`config.mk`:
```
export PLATFORM = sky130hd
export DESIGN_NAME = spi_chnl_scanner_flat
export DESIGN_NICKNAME = d
export VERILOG_FILES = /design/src/rtl/spi_chnl_scanner_pkg.sv /design/src/rtl/spi_chnl_scanner_if.sv /design/src/rtl/spi_chnl_scanner_wdog.sv /design/src/rtl/spi_chnl_scanner.sv /design/src/flat_wrapper.sv
export SDC_FILE = /design/constraint.sdc
export NUM_CORES = 1
export LEC_CHECK = 0
export CAP_MARGIN = 0
export CORE_MARGIN = 5
export CORE_UTILIZATION = 45
export DETAILED_ROUTE_END_ITERATION = 10
export DONT_BUFFER_PORTS = 1
export HOLD_SLACK_MARGIN = 0.05
export SETUP_SLACK_MARGIN = 0.4
export SLEW_MARGIN = 10
export SYNTH_ARGS = -nofsm -noshare
export SYNTH_HDL_FRONTEND = slang
export SYNTH_SLANG_ARGS = --single-unit
```
`constraint.sdc`:
```
create_clock -name clk -period 3.4 [get_ports clk]
set_clock_uncertainty 0.05 [all_clocks]
set_input_delay 0.51 -clock clk [delete_from_list [all_inputs] [get_ports clk]]
set_output_delay 0.51 -clock clk [all_outputs]
set_load 0.02 [all_outputs]
```
`src/rtl/spi_chnl_scanner_pkg.sv`:
```
// Shared types and constants for the SPI A2D channel scanner.
package spi_chnl_scanner_pkg;

    // Sequencer states, in the order they are visited for one channel.
    typedef enum logic [2:0] {
        IDLE  = 3'd0,
        CMD   = 3'd1,
        WAIT1 = 3'd2,
        GAP   = 3'd3,
        RD    = 3'd4,
        WAIT2 = 3'd5,
        STORE = 3'd6
    } scan_state_t;

    localparam int          RES_W    = 12;       // A2D result width
    localparam int          CH_W     = 3;        // channel field width in the command frame
    localparam logic [1:0]  CMD_HDR  = 2'b00;    // top bits of a command frame
    localparam logic [15:0] RD_FRAME = 16'h0000; // frame that clocks the result back

    // Command frame selecting channel ch: {hdr, ch, 11 zero bits}.
    function automatic logic [15:0] cmd_frame(input logic [CH_W-1:0] ch);
        return {CMD_HDR, ch, 11'h000};
    endfunction

endpackage

```
`src/rtl/spi_chnl_scanner_if.sv`:
```
// Scanner <-> SPI master bus.
// Handshake: spi_wrt is a single-cycle start pulse that launches one 16-bit
// frame carrying spi_cmd (valid while spi_wrt is high). spi_done is a level
// driven by the SPI master: it drops when a frame is started and rises when
// the frame is finished, at which point spi_rd_data holds the returned word.
// Only the rising edge of spi_done marks completion.
interface spi_chnl_scanner_if;
    logic        spi_wrt;
    logic [15:0] spi_cmd;
    logic        spi_done;
    logic [15:0] spi_rd_data;

    modport master (
        output spi_wrt,
        output spi_cmd,
        input  spi_done,
        input  spi_rd_data
    );

    modport slave (
        input  spi_wrt,
        input  spi_cmd,
        output spi_done,
        output spi_rd_data
    );
endinterface

```
`src/rtl/spi_chnl_scanner_wdog.sv`:
```
// Loadable up-counter with a terminal-count flag; shared by the inter-frame
// gap timer and the per-frame watchdog.
module scan_wdog #(
    parameter int W = 11
) (
    input  logic         clk,
    input  logic         rst,
    input  logic         i_clr,
    input  logic         i_inc,
    input  logic [W-1:0] i_tc_val,
    output logic         o_tc
);
    logic [W-1:0] r_cnt;

    // Clear has priority over increment.
    always_ff @(posedge clk) begin
        if (rst || i_clr) begin
            r_cnt <= '0;
        end else if (i_inc) begin
            r_cnt <= r_cnt + W'(1);
        end
    end

    assign o_tc = (r_cnt == i_tc_val);
endmodule

```
`src/rtl/spi_chnl_scanner.sv`:
```
// Round-robin A2D scanner: command frame, gap, read frame, store, next channel.
module spi_chnl_scanner
    import spi_chnl_scanner_pkg::*;
#(
    parameter int NUM_CH  = 8,
    parameter int GAP_CYC = 8,
    parameter int TO_CYC  = 1024
) (
    input  logic               clk,
    input  logic               rst,
    input  logic               i_en,
    input  logic [CH_W-1:0]    i_rd_ch,
    output logic [RES_W-1:0]   o_rd_val,
    output logic [NUM_CH-1:0]  o_res_vld,
    output logic               o_scan_done,
    output logic               o_err,
    output scan_state_t        o_state,
    spi_chnl_scanner_if.master io_spi
);
    localparam int CNT_W = $clog2((TO_CYC > GAP_CYC) ? TO_CYC : GAP_CYC) + 1;
    localparam logic [CH_W-1:0] LAST_CH = CH_W'(NUM_CH - 1);

    scan_state_t      r_state;
    scan_state_t      w_next;
    logic [CH_W-1:0]  r_ch;
    logic [CH_W-1:0]  w_ch_inc;
    logic [CH_W-1:0]  w_cmd_ch;
    logic [15:0]      r_spi_cmd;
    logic [RES_W-1:0] r_results [NUM_CH];
    logic [NUM_CH-1:0] r_res_vld;
    logic             r_err;
    logic             r_done_q;
    logic             w_done_rise;
    logic             w_cnt_clr;
    logic             w_cnt_inc;
    logic             w_cnt_tc;
    logic [CNT_W-1:0] w_tc_val;
    logic             w_waiting;
    logic             w_timeout;
    logic             w_unused_rd_hi;

    // A stale high level of spi_done is not a completion; only a new rise is.
    assign w_done_rise = io_spi.spi_done & ~r_done_q;
    assign w_waiting   = (r_state == WAIT1) || (r_state == WAIT2);
    assign w_timeout   = w_waiting && !w_done_rise && w_cnt_tc;
    assign w_tc_val    = (r_state == GAP) ? CNT_W'(GAP_CYC - 1) : CNT_W'(TO_CYC - 1);
    assign w_ch_inc    = (r_ch == LAST_CH) ? '0 : r_ch + CH_W'(1);
    // Leaving STORE the command goes out for the channel after the one stored.
    assign w_cmd_ch    = (r_state == STORE) ? w_ch_inc : r_ch;
    assign w_unused_rd_hi = ^io_spi.spi_rd_data[15:RES_W];

    scan_wdog #(.W(CNT_W)) u_wdog (
        .clk      (clk),
        .rst      (rst),
        .i_clr    (w_cnt_clr),
        .i_inc    (w_cnt_inc),
        .i_tc_val (w_tc_val),
        .o_tc     (w_cnt_tc)
    );

    // State register.
    always_ff @(posedge clk) begin
        if (rst) begin
            r_state <= IDLE;
        end else begin
            r_state <= w_next;
        end
    end

    // Next-state logic; a done rise wins over a same-cycle watchdog expiry.
    always_comb begin
        w_next = r_state;
        case (r_state)
            IDLE:    if (i_en && !r_err) w_next = CMD;
            CMD:     w_next = WAIT1;
            WAIT1:   if (w_done_rise) w_next = GAP;
                     else if (w_cnt_tc) w_next = IDLE;
            GAP:     if (w_cnt_tc) w_next = RD;
            RD:      w_next = WAIT2;
            WAIT2:   if (w_done_rise) w_next = STORE;
                     else if (w_cnt_tc) w_next = IDLE;
            STORE:   w_next = i_en ? CMD : IDLE;
            default: w_next = IDLE;
        endcase
    end

    // Per-state outputs: start pulse, counter control, scan-complete pulse.
    always_comb begin
        io_spi.spi_wrt = (r_state == CMD) || (r_state == RD);
        w_cnt_clr      = (r_state == CMD) || (r_state == RD) ||
                         ((r_state == WAIT1) && w_done_rise);
        w_cnt_inc      = w_waiting || (r_state == GAP);
        o_scan_done    = (r_state == STORE) && (r_ch == LAST_CH);
    end

    // Datapath: done edge history, frame register, sticky error, result file.
    always_ff @(posedge clk) begin
        if (rst) begin
            r_done_q  <= 1'b0;
            r_ch      <= '0;
            r_spi_cmd <= '0;
            r_res_vld <= '0;
            r_err     <= 1'b0;
            for (int i = 0; i < NUM_CH; i++) begin
                r_results[i] <= '0;
            end
        end else begin
            r_done_q <= io_spi.spi_done;
            if (w_timeout) begin
                r_err <= 1'b1;
            end
            if (w_next == CMD) begin
                r_spi_cmd <= cmd_frame(w_cmd_ch);
            end else if (w_next == RD) begin
                r_spi_cmd <= RD_FRAME;
            end
            if (r_state == STORE) begin
                r_results[r_ch] <= io_spi.spi_rd_data[RES_W-1:0];
                r_res_vld[r_ch] <= 1'b1;
                r_ch            <= w_ch_inc;
            end
        end
    end

    // Host read port; channels beyond the scanned range read as zero.
    always_comb begin
        o_rd_val = '0;
        if (int'(i_rd_ch) < NUM_CH) begin
            o_rd_val = r_results[i_rd_ch];
        end
    end

    assign io_spi.spi_cmd = r_spi_cmd;
    assign o_res_vld      = r_res_vld;
    assign o_err          = r_err;
    assign o_state        = r_state;
endmodule

```
`src/flat_wrapper.sv`:
```
// flat-port wrapper written by rule: the top's interface ports become plain ports
module spi_chnl_scanner_flat import spi_chnl_scanner_pkg::*;
#(
    parameter int NUM_CH  = 8,
    parameter int GAP_CYC = 8,
    parameter int TO_CYC  = 1024
)
  (clk, rst, i_en, i_rd_ch, o_rd_val, o_res_vld, o_scan_done, o_err, o_state, io_spi_spi_wrt, io_spi_spi_cmd, io_spi_spi_done, io_spi_spi_rd_data);
  spi_chnl_scanner_if io_spi_i ();
  input  logic clk;
  input  logic rst;
  input  logic i_en;
  input  logic [CH_W-1:0] i_rd_ch;
  output logic [RES_W-1:0] o_rd_val;
  output logic [NUM_CH-1:0] o_res_vld;
  output logic o_scan_done;
  output logic o_err;
  output scan_state_t o_state;
  output wire logic [$bits(io_spi_i.spi_wrt)-1:0] io_spi_spi_wrt;
  output wire logic [$bits(io_spi_i.spi_cmd)-1:0] io_spi_spi_cmd;
  input wire logic [$bits(io_spi_i.spi_done)-1:0] io_spi_spi_done;
  input wire logic [$bits(io_spi_i.spi_rd_data)-1:0] io_spi_spi_rd_data;
  assign io_spi_spi_wrt = io_spi_i.spi_wrt;
  assign io_spi_spi_cmd = io_spi_i.spi_cmd;
  assign io_spi_i.spi_done = io_spi_spi_done;
  assign io_spi_i.spi_rd_data = io_spi_spi_rd_data;
  spi_chnl_scanner #(.NUM_CH(NUM_CH), .GAP_CYC(GAP_CYC), .TO_CYC(TO_CYC)) u_core (.clk(clk), .rst(rst), .i_en(i_en), .i_rd_ch(i_rd_ch), .o_rd_val(o_rd_val), .o_res_vld(o_res_vld), .o_scan_done(o_scan_done), .o_err(o_err), .o_state(o_state), .io_spi(io_spi_i));
endmodule
```
==> results.ini <==
[synthesis]
synth_edf_count=96
post_synth_num_cell_types=50
ys_seq_elements=126
ys_warn_count=0
avgSynthCellArea_um2=13.5
netlist_area_um2=5880
synthCells=435
synth_flop_cell=edfxtp_1
async_flop_share=0
yosysSeqAreaShare=0.593

[die]
fp.dieW_um=124
die_area_um2=15400
rows=41
die_h_um=124
design.core.area_um2=12700
initial_utilization=0.462
io_pins=65

[route]
drt_pass1_iterations=4
ant_nets=0
drc=0
via_count=3366
first_iter_violations=244
wire_per_inst_um=19.7
vias_per_cell=5.36
routed_wl_mm=12.4

[sta]
tightest_slew_ns=0.715
rsz0062_at_grt=no
slew_headroom=0.523
drv_slew=0
fmax_ghz=0.369
tns_ns=0
setup_viol=0
layout_min_cycle_time_ns=2.71
period_share=0.797
hold_viol=0

[final_layout]
finalNonFillerCells=628
final_core_util=0.527
nets=469
syn_to_final_growth_pct=14.2
fin_area_um2=6710
drive_gt1_frac=0.202
antenna_cells=0

[worst_setup_path]
crit_buf_inv=1
path_cells=nand3b_4, or3b_1, nor3_4, buf_4, or2_2
worstPathMaxFanout=15
cp_slowest_cell=dfxtp_1
worstSetupStartpoint=u_core.o_state[2]
timing_worst_setup_path_type=reg -> reg
cp-end-kind=flip-flop
r2r-start=u_core.o_state[2]
critPathTopFamily=simple AND/OR/NAND/NOR gates
cp_data_required_time_ns=3.42
crit_path_start_kind=flip-flop
cp_slowest_stage_delay_ns=0.78
critPathArrivalTime_ns=2.73

[pwr]
power_mw=3.98
vdd_drop_max_uv=258
power_density_nw_per_um2=593
leakagePower_nw=2.53

[placement]
gp_congestion=0.765
dp_hpwl_mm=7.93
dp.cells=596
port_buffers=0
dpl-instance-area_um2=6040

[clock_tree]
root_buffer=clkbuf_16
cts_hold_buf=0
post_cts_buffers=0
cts_sinks=126
post_cts_resized=0
clock_latency_ns=0.41
clkTransAtPathRegs_ns=0.05
numCtsBuffers=17
cts_tree=done
cts_max_path_buffers=2
h-tree-depth=4

[grt]
grt_antenna_before_repair=0
overflow=0
grt_pass1_vias=3397
grt_max_degree=25
grt_use_total=0.167
grt_pass1_wl_mm=19.7

[run_status]
outcome=complete, no violations

[worst_hold_path]
min_path_type=in -> reg
hold_start=rst

[job]
max_cap_violations=0

-- placed cells by master (no fill, tap or decap), types with 6 or more instances in the layout --
cell | synthesis | final
a21o_1 | 8 | 8
a21oi_1 | 10 | 10
and2_1 | 99 | 99
buf_4 | 14 | 15
bufinv_16 | 0 | 7
clkbuf_16 | 0 | 17
conb_1 | 1 | 13
dfxtp_1 | 30 | 30
edfxtp_1 | 96 | 96
mux2_2 | 13 | 13
mux4_2 | 24 | 24
nand2_1 | 14 | 14
nor2_1 | 18 | 18
o21ai_1 | 0 | 6
xnor2_1 | 9 | 9
-- kinds of logic after synthesis --
family                   synth area share
AO/OA/AOI/OAI                      0.0517
XOR/XNOR                           0.0134
flip-flops                          0.593
AND/OR/NAND/NOR                     0.177
buffers and inverters              0.0396
adder cells (fa/ha/maj)           0.00639
multiplexers                        0.119
other                            0.000638
-- per-stage QoR --
stage / setup WS (ns) / hold slack (ns)
6_report: 0.689 / 0.112
5_1_grt: 0.569 / 0.0869
3_5_place_dp: 0.726 / 0.423
3_3_place_gp: 0.780 / 0.415
4_1_cts: 0.709 / 0.0961
2_1_floorplan: 0.833 / 0.399
-- registers in the layout (all words and copies together) (netlist names) --
register               cells
u_core.o_state             3
u_core.r_ch                3
u_core.r_done_q            1
u_core.o_res_vld           8
u_core.r_results          96
u_core.u_wdog.r_cnt       11
u_core.o_err               1
u_core.io_spi.spi_cmd      3
-- where the power goes --
| group | leakage, nW | switching, mW | internal, mW |
|---|---|---|---|
| sequential | 1.23 | 0.0129 | 1.69 |
| clock | 0.330 | 0.636 | 1.44 |
| combinational | 0.971 | 0.120 | 0.0814 |
| total | 2.53 | 0.769 | 3.21 |
-- synth_stat cells (4+ instances only) --
cell	number	area, um^2
nand3_1	4	20.0
buf_4	14	105
mux2_2	13	146
nor2b_1	4	25.0
xnor2_1	9	78.8
nand4_1	4	25.0
edfxtp_1	96	2880
nand2_1	14	52.6
and2_1	99	619
mux4_2	24	541
nand2b_1	5	31.3
a21o_1	8	60.1
a211oi_1	5	37.5
clkbuf_1	8	30.0
o21ai_0	9	45.0
dfxtp_1	30	601
buf_2	14	70.1
nor2_1	18	67.6
inv_1	5	18.8
a21oi_1	10	50.1
-- final timing paths --
| check | to | slack (ns) | depth (start not counted) |
|---|---|---|---|
| min reg2reg | u_core.u_wdog.r_cnt[1] | 0.43 | 2 |
| max | u_core.r_results[1][5] | 0.69 | 5 |
| max reg2reg | u_core.r_results[1][5] | 0.69 | 5 |
| min | u_core.o_state[2] | 0.11 | 1 |
-- cell type report --
type,instances,area [um^2]
Timing Repair Buffer,15,113
Inverter,5,18.8
Clock buffer,18,429
Multi-Input combinational cell,278,2210
Sequential cell,126,3480
Fill cell,1123,6010
Clock inverter,14,245
Tap cell,172,215
-- metal layers --
layer  vias up  wire (um)  GRT usage  part of all wire
met5         -          0          0                 0
met4         0        144     0.0542             0.012
met3         9        865     0.0553             0.070
met2       104       6080      0.266              0.49
met1      1679       5290      0.215              0.43
li1       1574          -          -                 -
(Power assumes the default switching activity.)
